<file path="src/rtl/sgd_result_packer.sv">
// sgd_result_packer: packs 32-bit SGD results eight at a time into 256-bit beats,
// pads each job to whole 64-byte lines and announces it to the HBM send-back stage.
module sgd_result_packer #(
    parameter logic [31:0] PAD_VALUE = 32'h0000_0000
) (
    input  logic         hbm_clk,
    input  logic         hbm_aresetn,
    input  logic         cfg_start,
    input  logic [63:0]  cfg_addr,
    input  logic [31:0]  cfg_num_words,
    input  logic [31:0]  s_result_data,
    input  logic         s_result_valid,
    output logic         s_result_ready,
    output logic         back_start,
    output logic [63:0]  back_addr_x,
    output logic [31:0]  back_data_length,
    output logic [255:0] back_data,
    output logic         back_valid,
    input  logic         back_almost_full,
    output logic         busy,
    output logic         done,
    output logic [2:0]   dbg_state
);

    typedef enum logic [2:0] {
        ST_IDLE     = 3'd0,
        ST_ANNOUNCE = 3'd1,
        ST_PACK     = 3'd2,
        ST_PAD      = 3'd3,
        ST_FINISH   = 3'd4
    } state_t;

    state_t       state;
    state_t       state_next;

    logic [2:0]   lane_idx;
    logic [31:0]  words_left;
    logic [23:0]  beats_sent;
    logic [23:0]  target_beats;
    logic [255:0] lane_buf;
    logic [255:0] beat_next;
    logic [22:0]  job_lines;

    logic         job_go;
    logic         word_accept;
    logic         last_word;
    logic         beat_close;
    logic         pad_issue;
    logic         pad_last;

    // Number of 64-byte lines in the job: ceil(num_words / 16) over the supported 26-bit range.
    assign job_lines = 23'((32'(cfg_num_words[25:0]) + 32'd15) >> 4);

    // s_result handshake: a word transfers on each rising edge where valid and ready are
    // both high; the producer holds valid and data until then. Ready drops combinationally
    // with back_almost_full.
    assign job_go      = (state == ST_IDLE) && cfg_start;
    assign word_accept = s_result_valid && s_result_ready;
    assign last_word   = (words_left == 32'd1);
    assign beat_close  = word_accept && ((lane_idx == 3'd7) || last_word);
    assign pad_last    = ((beats_sent + 24'd1) >= target_beats);
    assign pad_issue   = (state == ST_PAD) && !back_almost_full && (beats_sent != target_beats);

    always_ff @(posedge hbm_clk or negedge hbm_aresetn) begin
        if (!hbm_aresetn) begin
            state <= ST_IDLE;
        end else begin
            state <= state_next;
        end
    end

    always_comb begin
        state_next = state;
        case (state)
            ST_IDLE: begin
                if (cfg_start) begin
                    state_next = (cfg_num_words == 32'd0) ? ST_FINISH : ST_ANNOUNCE;
                end
            end
            ST_ANNOUNCE: state_next = ST_PACK;
            ST_PACK: begin
                if (word_accept && last_word) begin
                    state_next = pad_last ? ST_FINISH : ST_PAD;
                end
            end
            ST_PAD: begin
                if (pad_issue && pad_last) begin
                    state_next = ST_FINISH;
                end
            end
            ST_FINISH: state_next = ST_IDLE;
            default:   state_next = ST_IDLE;
        endcase
    end

    always_comb begin
        s_result_ready = 1'b0;
        back_start     = 1'b0;
        case (state)
            ST_ANNOUNCE: back_start     = 1'b1;
            ST_PACK:     s_result_ready = !back_almost_full;
            default:     ;
        endcase
    end

    assign dbg_state = state;

    // Beat as it would look if closed this cycle: stored lanes, the incoming word, then padding.
    always_comb begin
        beat_next = '0;
        for (int k = 0; k < 8; k++) begin
            if (3'(k) < lane_idx) begin
                beat_next[32*k +: 32] = lane_buf[32*k +: 32];
            end else if (3'(k) == lane_idx) begin
                beat_next[32*k +: 32] = s_result_data;
            end else begin
                beat_next[32*k +: 32] = PAD_VALUE;
            end
        end
    end

    // busy and done are registered views of the state, so both trail it by one cycle
    // and fall together.
    always_ff @(posedge hbm_clk or negedge hbm_aresetn) begin
        if (!hbm_aresetn) begin
            back_addr_x      <= '0;
            back_data_length <= '0;
            back_data        <= '0;
            back_valid       <= 1'b0;
            busy             <= 1'b0;
            done             <= 1'b0;
            lane_idx         <= '0;
            words_left       <= '0;
            beats_sent       <= '0;
            target_beats     <= '0;
            lane_buf         <= '0;
        end else begin
            back_valid <= beat_close || pad_issue;
            busy       <= (state != ST_IDLE);
            done       <= (state == ST_FINISH);

            if (job_go) begin
                back_data_length <= {3'b000, job_lines, 6'b000000};
                target_beats     <= {job_lines, 1'b0};
                words_left       <= cfg_num_words;
                beats_sent       <= '0;
                lane_idx         <= '0;
                if (cfg_num_words != 32'd0) begin
                    back_addr_x <= cfg_addr;
                end
            end

            if (word_accept) begin
                lane_buf[{lane_idx, 5'd0} +: 32] <= s_result_data;
                words_left <= words_left - 32'd1;
                lane_idx   <= lane_idx + 3'd1;
                if (beat_close) begin
                    back_data  <= beat_next;
                    lane_idx   <= 3'd0;
                    beats_sent <= beats_sent + 24'd1;
                end
            end

            if (pad_issue) begin
                back_data  <= {8{PAD_VALUE}};
                beats_sent <= beats_sent + 24'd1;
            end
        end
    end

endmodule

</file>
<file path="config.mk">
export PLATFORM = sky130hd
export DESIGN_NAME = sgd_result_packer
export DESIGN_NICKNAME = d
export VERILOG_FILES = /design/src/rtl/sgd_result_packer.sv
export SDC_FILE = /design/constraint.sdc
export NUM_CORES = 1
export LEC_CHECK = 0
export ABC_CLOCK_PERIOD_IN_PS = 9800
export CAP_MARGIN = 10
export CORE_ASPECT_RATIO = 1.2
export CORE_MARGIN = 2
export CORE_UTILIZATION = 35
export DETAILED_ROUTE_END_ITERATION = 8
export DONT_BUFFER_PORTS = 1
export PLACE_DENSITY_LB_ADDON = 0.12
export SLEW_MARGIN = 10
export SYNTH_ARGS = -nofsm -noshare
export SYNTH_HDL_FRONTEND = slang
export SYNTH_SLANG_ARGS = --single-unit
</file>
<file path="constraint.sdc">
create_clock -name hbm_clk -period 9.8 [get_ports hbm_clk]
set_input_delay 1.96 -clock hbm_clk [delete_from_list [all_inputs] [get_ports hbm_clk]]
set_output_delay 1.96 -clock hbm_clk [all_outputs]
set_load 0.01 [all_outputs]
</file>
After elaboration in Yosys (flattened, before gate mapping) --
Index checks and enable logic that the tools add are counted. Widths: inputs -> output; s select.
Storage, ports and cells: register bits 664, bits of input ports 133, word-level logic and storage cells 102
Cells by class: add/sub/neg operators 5, order comparisons 9, eq/ne operators 17, shift operators 2, multiplexer cells 37, reduce and logical (&&, ||, !) cells 21
Operators with widths (number):
- $mux 256 | 3
- $mux 32 | 18
- $bwmux 256 | 1
- $shift 32x10->256 const A | 1
- $shiftx 32x10->256 | 1
- $mux 24 | 4
- $eq 32x1->1 const B | 1
- $logic_not 32->1 | 1
- $reduce_bool 32->1 | 1
- $sub 32x1->32 const B | 1
- $add 26x4->27 const B | 1
- $add 24x1->24 const B | 1
- $ge 24x24->1 | 1
- $mux 3 | 8
- $ne 24x24->1 | 1
- $eq 3x3->1 const A | 4
- $lt 3x3->1 const A | 4
- $pmux 3 s4 | 1
- $neg 8->10 | 1
- $logic_and 1x1->1 | 7
- $eq 2x3->1 const A | 2
- $eq 3x2->1 const B | 2
- $eq 3x3->1 const B | 2
- $logic_not 3->1 | 2
- 14 further kinds | 22

Depth between registers and ports, before layout --
Gate-level depths: netlist of the first run.
depth in word-level cells 7, gate-level depth with buffers 13, mapped depth without buffers 13

Worst setup path before layout of the first run --
Ideal clock, no wire load.
kind input to output, start point in back_almost_full, end point out s_result_ready, data arrival time 2684 ps, required time 7840 ps, path slack 5156 ps, stages 2, buffers on the path 0, path through nor3b_1 -> nor2b_1
On the way: word-level cells in the longest chain between the ends 2
Ends and longest elaborated chain:
- start, declared | RTL line 19 | input logic back_almost_full,
- $logic_not 1->1 | RTL line 101 | ST_PACK: s_result_ready = !back_almost_full;
- $mux 1 | RTL line 99 | case (state)
- end, declared | RTL line 13 | output logic s_result_ready,
Every way passes these cells.

Worst setup path in the final report of the first run --
Same ends and word-level chain as after synthesis.

==> flow_summary.toml, run 1 <==
[sta]
hold_viol_final = 0
setup_viol = 0
fin_crit_sh_pct = 51.1
tightestPinTransition_ns = 2.47
rsz0062_at_grt = "false"
relSlewSlack_pct = -64.6
skew_ns = 0.0234
slew_viol_final = 380
max_freq_mhz = 200
finalSetupTns_ns = 0
period_needed_ns = 5.01

[clock_tree]
postCtsHoldBufs = 0
tritoncts = "yes"
postCtsSetupBuffers = 0
cts-resized-gates = 0
clkSinkCount = 632
clkLatencyLatePin_ns = 0.62
cts_root_buf = "clkbuf_16"
clkSlewWorstSetupHoldPaths_ns = 0.06
cts_buffer_depth = 3
ctsHtreeMaxLevel = 3
cts_buffers = 72

[route]
remaining_drc_errors = 0
initialDrtViolationCount = 1521
vias = 22235
wl_per_cell_um = 26.2
viasPerCell = 5.60
drtPass1Iterations = 6
ant_nets = 0
wirelength_mm = 104

[final_layout]
fin_nets = 2954
postLayoutCellArea_mm2 = 0.0330
fin_util_pct = 38.9
area_growth_pct = 10.4
drive_gt1_share_pct = 16.3

[yosys]
synth_top_area_share_pct = 52.9
synthAdderAreaFrac_pct = 1.42
synth_xor_area_share_pct = 1.73
syn_area_mm2 = 0.0299
ys_seq_area_share_pct = 52.9
ys_seq_elements = 632
muxShareOfSynthArea_pct = 5.04
synth-main-ff-cell = "dfrtp_1"
synth_common_cells = "dfrtp_1 (632), nand2_1 (360), nor2_1 (270)"
syn_avg_cell_area_um2 = 10.1
yosysWarnings = 0
yosys.area.top_type = "dfrtp_1"
yosys.area_share.simple_pct = 18.5
synth_cells = 2946
synthArstFlopShare_pct = 100
yosysMostFrequentCell = "dfrtp_1"
synth_top_family_by_area = "simple AND/OR/NAND/NOR gates"
synthDistinctLibCells = 67
synth_edf_count = 0
synth_compound_area_share_pct = 15.6
synthTopCellsByArea = "dfrtp_1 (53%), a211oi_2 (5.7%), mux2_2 (4.8%)"

[worst_setup_path]
arrival_ns = 3.05
crit_fanout = 8
crit_chain = "nor3b_1 -> nor2b_1"
worstSetupEndpointType = "output port"
cp_num_buf_inv = 0
slowest_stage = "nor3b_1"
critPathMaxStageDelay_ns = 0.77
cpLargestDelayFamily = "simple AND/OR/NAND/NOR gates"
worstPathRequired_ns = 7.84
crit_type = "in2out"
cp-start-kind = "primary input"

[place]
dpl_cell_area_mm2 = 0.0304
detailedPlacementHpwl_mm = 67.4
port_buffers = 0
routabilityCongestion = 0.861

[die]
row_count = 117
core-area_mm2 = 0.0848
die_w_um = 271
start_util_pct = 35.2
dieHeight_um = 324
io_pins = 493
die_area_mm2 = 0.0877

[outcome]
status = "finished with violations"
violations = "slew limit"

[pwr]
power_density_mw_per_mm2 = 289
peakVddDrop_uv = 120
p_leak_uw = 0.0147

[global_route]
grt_overflow = 0
grt_usage_pct = 23.3
grt_max_degree = 633
grt_pass1_wl_mm = 154
antenna_found_initial = 3
grt_pass1_vias = 22289

[job]
cap_violations = 0

[worst_hold_path]
hold_path.class = "reg2reg"
-- cell type report --
class,instances,area (µm²)
inverters,40,150
clock buffers,98,2120
diodes,2,5.00
repair buffers,34,268
clock inverters,31,432
flip-flops and latches,632,15800
well taps,1130,1410
fillers,8343,51800
multi-input cells,2007,12800
-- cells by family after synthesis --
| family | count (synthesis) |
|---|---|
| AO/OA/AOI/OAI | 591 |
| buffers and inverters | 315 |
| flip-flops | 632 |
| AND/OR/NAND/NOR | 1180 |
| adder cells (fa/ha/maj) | 34 |
| XOR/XNOR | 59 |
| other | 1 |
| multiplexers | 134 |
-- worst paths after layout --
check                            endpoint              from  slack, ns  cells past startpoint
min                         lane_buf[181]     lane_buf[181]       0.48                      2
min in group asynchronous  back_data[232]       hbm_aresetn       1.07                      0
max reg2reg                  dbg_state[2]     beats_sent[9]       5.76                     11
max in group asynchronous    lane_buf[59]       hbm_aresetn       6.80                      0
max                        s_result_ready  back_almost_full       4.79                      2
min reg2reg                 lane_buf[181]     lane_buf[181]       0.48                      2
-- through the flow --
step	total power [µW]	hold slack [ns]	cells	setup slack, ns
after detailed placement	6670	0.470	3843	4.42
after global placement	6600	0.462	3843	4.56
after floorplan	5820	0.449	2954	5.16
after global routing	10100	0.502	3972	4.72
final	9520	0.478	3974	4.79
after CTS	9650	0.484	3972	4.82
-- sequential cells by signal, indices dropped and copies added (netlist names) --
name	count
back_valid	1
done	1
busy	1
back_data	256
dbg_state	3
back_addr_x	64
target_beats	23
words_left	32
beats_sent	24
lane_idx	3
lane_buf	224
-- metal layers --
layer  track usage [%]  wire length, µm
met1              28.7            42000
met2              39.8            51500
met3              6.81             8250
met4              6.40             2470
met5                 0               24
-- report_power, final --
group	switching, µW	internal (µW)	leakage [µW]	total (µW)
Clock	1150	1780	0.00126	2940
Sequential	1110	3520	0.00834	4630
Combinational	1190	766	0.00512	1960
Total	3450	6070	0.0147	9520
-- placed cells by master (no fill, tap or decap), types with 7 or more instances in the layout --
master     instances
a21o_1             7
bufinv_16         10
clkinv_2          13
a211oi_1          30
buf_4             33
and3_1           156
nor4_1            27
a211oi_2         137
nor3_1           239
nor2_1           264
o211ai_1          10
conb_1             9
o31ai_1           12
mux2_2           127
or3_1              7
nand3_1           51
dfrtp_1          630
xor2_1            41
a21oi_1           59
clkbuf_16         75
a221o_1            9
nand4_1           23
a221oi_1          54
clkbuf_8          16
a22o_1            36
xnor2_1           18
o21ai_0          194
ha_1              32
clkbuf_1           7
inv_1             38
nand2_1          355
No activity file was read; power rests on OpenSTA's default activity.
==> run 2: changes to the inputs <==
ABC_CLOCK_PERIOD_IN_PS = 4600   (was 9800)
clock period = 4.6 ns   (was 9.8 ns; I/O delays follow)
==> flow_summary.toml, run 2 (same netlist as run 1, synthesis figures left out) <==
[clock_tree]
postCtsSetupBuffers = 0
ctsHtreeMaxLevel = 3
cts_buffer_depth = 3
cts_buffers = 71
tritoncts = "yes"
cts_root_buf = "clkbuf_16"
clkSlewWorstSetupHoldPaths_ns = 0.06
clkSinkCount = 632
clkLatencyLatePin_ns = 0.63

[global_route]
grt_pass1_wl_mm = 156
grt_overflow = 0
grt_usage_pct = 23.5
grt_pass1_vias = 22607
antenna_found_initial = 4
grt_max_degree = 633

[final_layout]
largest_reg_flops = 256
postLayoutCellArea_mm2 = 0.0331
layout_commonest_cell = "dfrtp_1"
drive_gt1_share_pct = 16.4
reg_top3 = "back_data x256, lane_buf x224, back_addr_x x64"
fin_nets = 2973
largest-register = "back_data"
area_growth_pct = 10.8
final_cell_mix = "dfrtp_1 (630), nand2_1 (355), nor2_1 (264)"

[pwr]
power_density_mw_per_mm2 = 606
p_leak_uw = 0.0148
peakVddDrop_uv = 261

[sta]
period_needed_ns = 3.76
setup_viol = 0
finalSetupTns_ns = 0
relSlewSlack_pct = 18.3
max_freq_mhz = 266
hold_viol_final = 0
skew_ns = 0.0247
slew_viol_final = 0
fin_crit_sh_pct = 81.8
rsz0062_at_grt = "false"
tightestPinTransition_ns = 1.23

[die]
row_count = 117
core-area_mm2 = 0.0848
start_util_pct = 35.2
die_w_um = 271
dieHeight_um = 324
io_pins = 493
die_area_mm2 = 0.0877

[route]
initialDrtViolationCount = 1646
wirelength_mm = 105
vias = 22466
viasPerCell = 5.63
remaining_drc_errors = 0
ant_nets = 0
wl_per_cell_um = 26.2
drtPass1Iterations = 5

[worst_hold_path]
hold_path.class = "in2async"

[outcome]
status = "complete, no violations"

[worst_setup_path]
worstSetupEndpointType = "flop"
ff2ff_path_depth = 11
worstPathRequired_ns = 5.12
cp-start-kind = "flop"
crit_type = "reg2reg"
crit_fanout = 7
arrival_ns = 4.29

[place]
dpl_cell_area_mm2 = 0.0306
detailedPlacementHpwl_mm = 68.6
routabilityCongestion = 0.826
port_buffers = 0

[job]
cap_violations = 0
## run 2: cell types whose count changed in the layout (fill, tap and decap cells not counted), moves of 4 or more
cell and delta:
buf_16 +4, clkinv_8 +4, clkinv_2 -7, clkbuf_1 +7, buf_4 +12, clkbuf_16 -4
## run 2: worst paths after layout
path                             startpoint  slack (ns)         endpoint
setup / recovery              beats_sent[0]        0.84     dbg_state[1]
hold / removal                  hbm_aresetn        0.22    back_data[98]
setup reg to reg              beats_sent[0]        0.84     dbg_state[1]
hold reg to reg               lane_buf[125]        0.48    lane_buf[125]
max in group asynchronous       hbm_aresetn        2.79  back_addr_x[15]
min in group hbm_clk       s_result_data[6]        0.43    lane_buf[102]
## run 2: report_power, final
group	total [µW]	leakage (µW)	switching [µW]	internal, µW
combinational	4310	0.00526	2650	1660
clock	5900	0.00117	2400	3510
sequential	9840	0.00834	2340	7510
## run 2: critical path: stages, from the launching register on
cell and delay (ns):
dfrtp_1 0.43, ha_1 0.25, nand4_1 0.25, nor2_1 0.46, nand2_1 0.13, xnor2_1 0.22, ha_1 0.28, o21ai_0 0.20
o21bai_1 0.10, o311ai_0 0.92, nand3_1 0.19, a31oi_1 0.22
## run 2: repair_timing
| item | CTS | global route |
|---|---|---|
| resized for setup | 0 | 0 |
| hold buffers | 1 | 1 |
| endpoints found under the hold margin | 1 | 82 |
## run 2: per-stage QoR
stage	setup WS (ns)	std cells	hold WS, ns	utilization [%]	power, µW
5_1_grt	0.531	3985	0.216	39.1	21300
3_5_place_dp	0.859	3858	0.470	36.1	14200
6_report	0.838	3987	0.216	39.1	20100
2_1_floorplan	1.46	2954	0.449	-	12400
4_1_cts	0.777	3981	0.00164	38.9	20200
3_3_place_gp	0.958	3858	0.462	36.1	14100
## run 2: routing by layer
| metal | track usage, % | up-vias | part of all wire (%) |
|---|---|---|---|
| li1 | - | 10176 | - |
| met1 | 30.0 | 11443 | 42 |
| met5 | 0 | - | 0 |
| met4 | 6.67 | 0 | 2.5 |
| met3 | 5.68 | 125 | 6.9 |
| met2 | 39.7 | 722 | 49 |
## run 2: cell type report
| cell class | count | area, µm² |
|---|---|---|
| Fill cell | 8297 | 51700 |
| Sequential cell | 632 | 15800 |
| Multi-Input combinational cell | 2007 | 12800 |
| Clock buffer | 101 | 2050 |
| Tap cell | 1130 | 1410 |
| Timing Repair Buffer | 54 | 538 |
| Clock inverter | 21 | 349 |
| Inverter | 40 | 150 |
| Antenna cell | 2 | 5.00 |
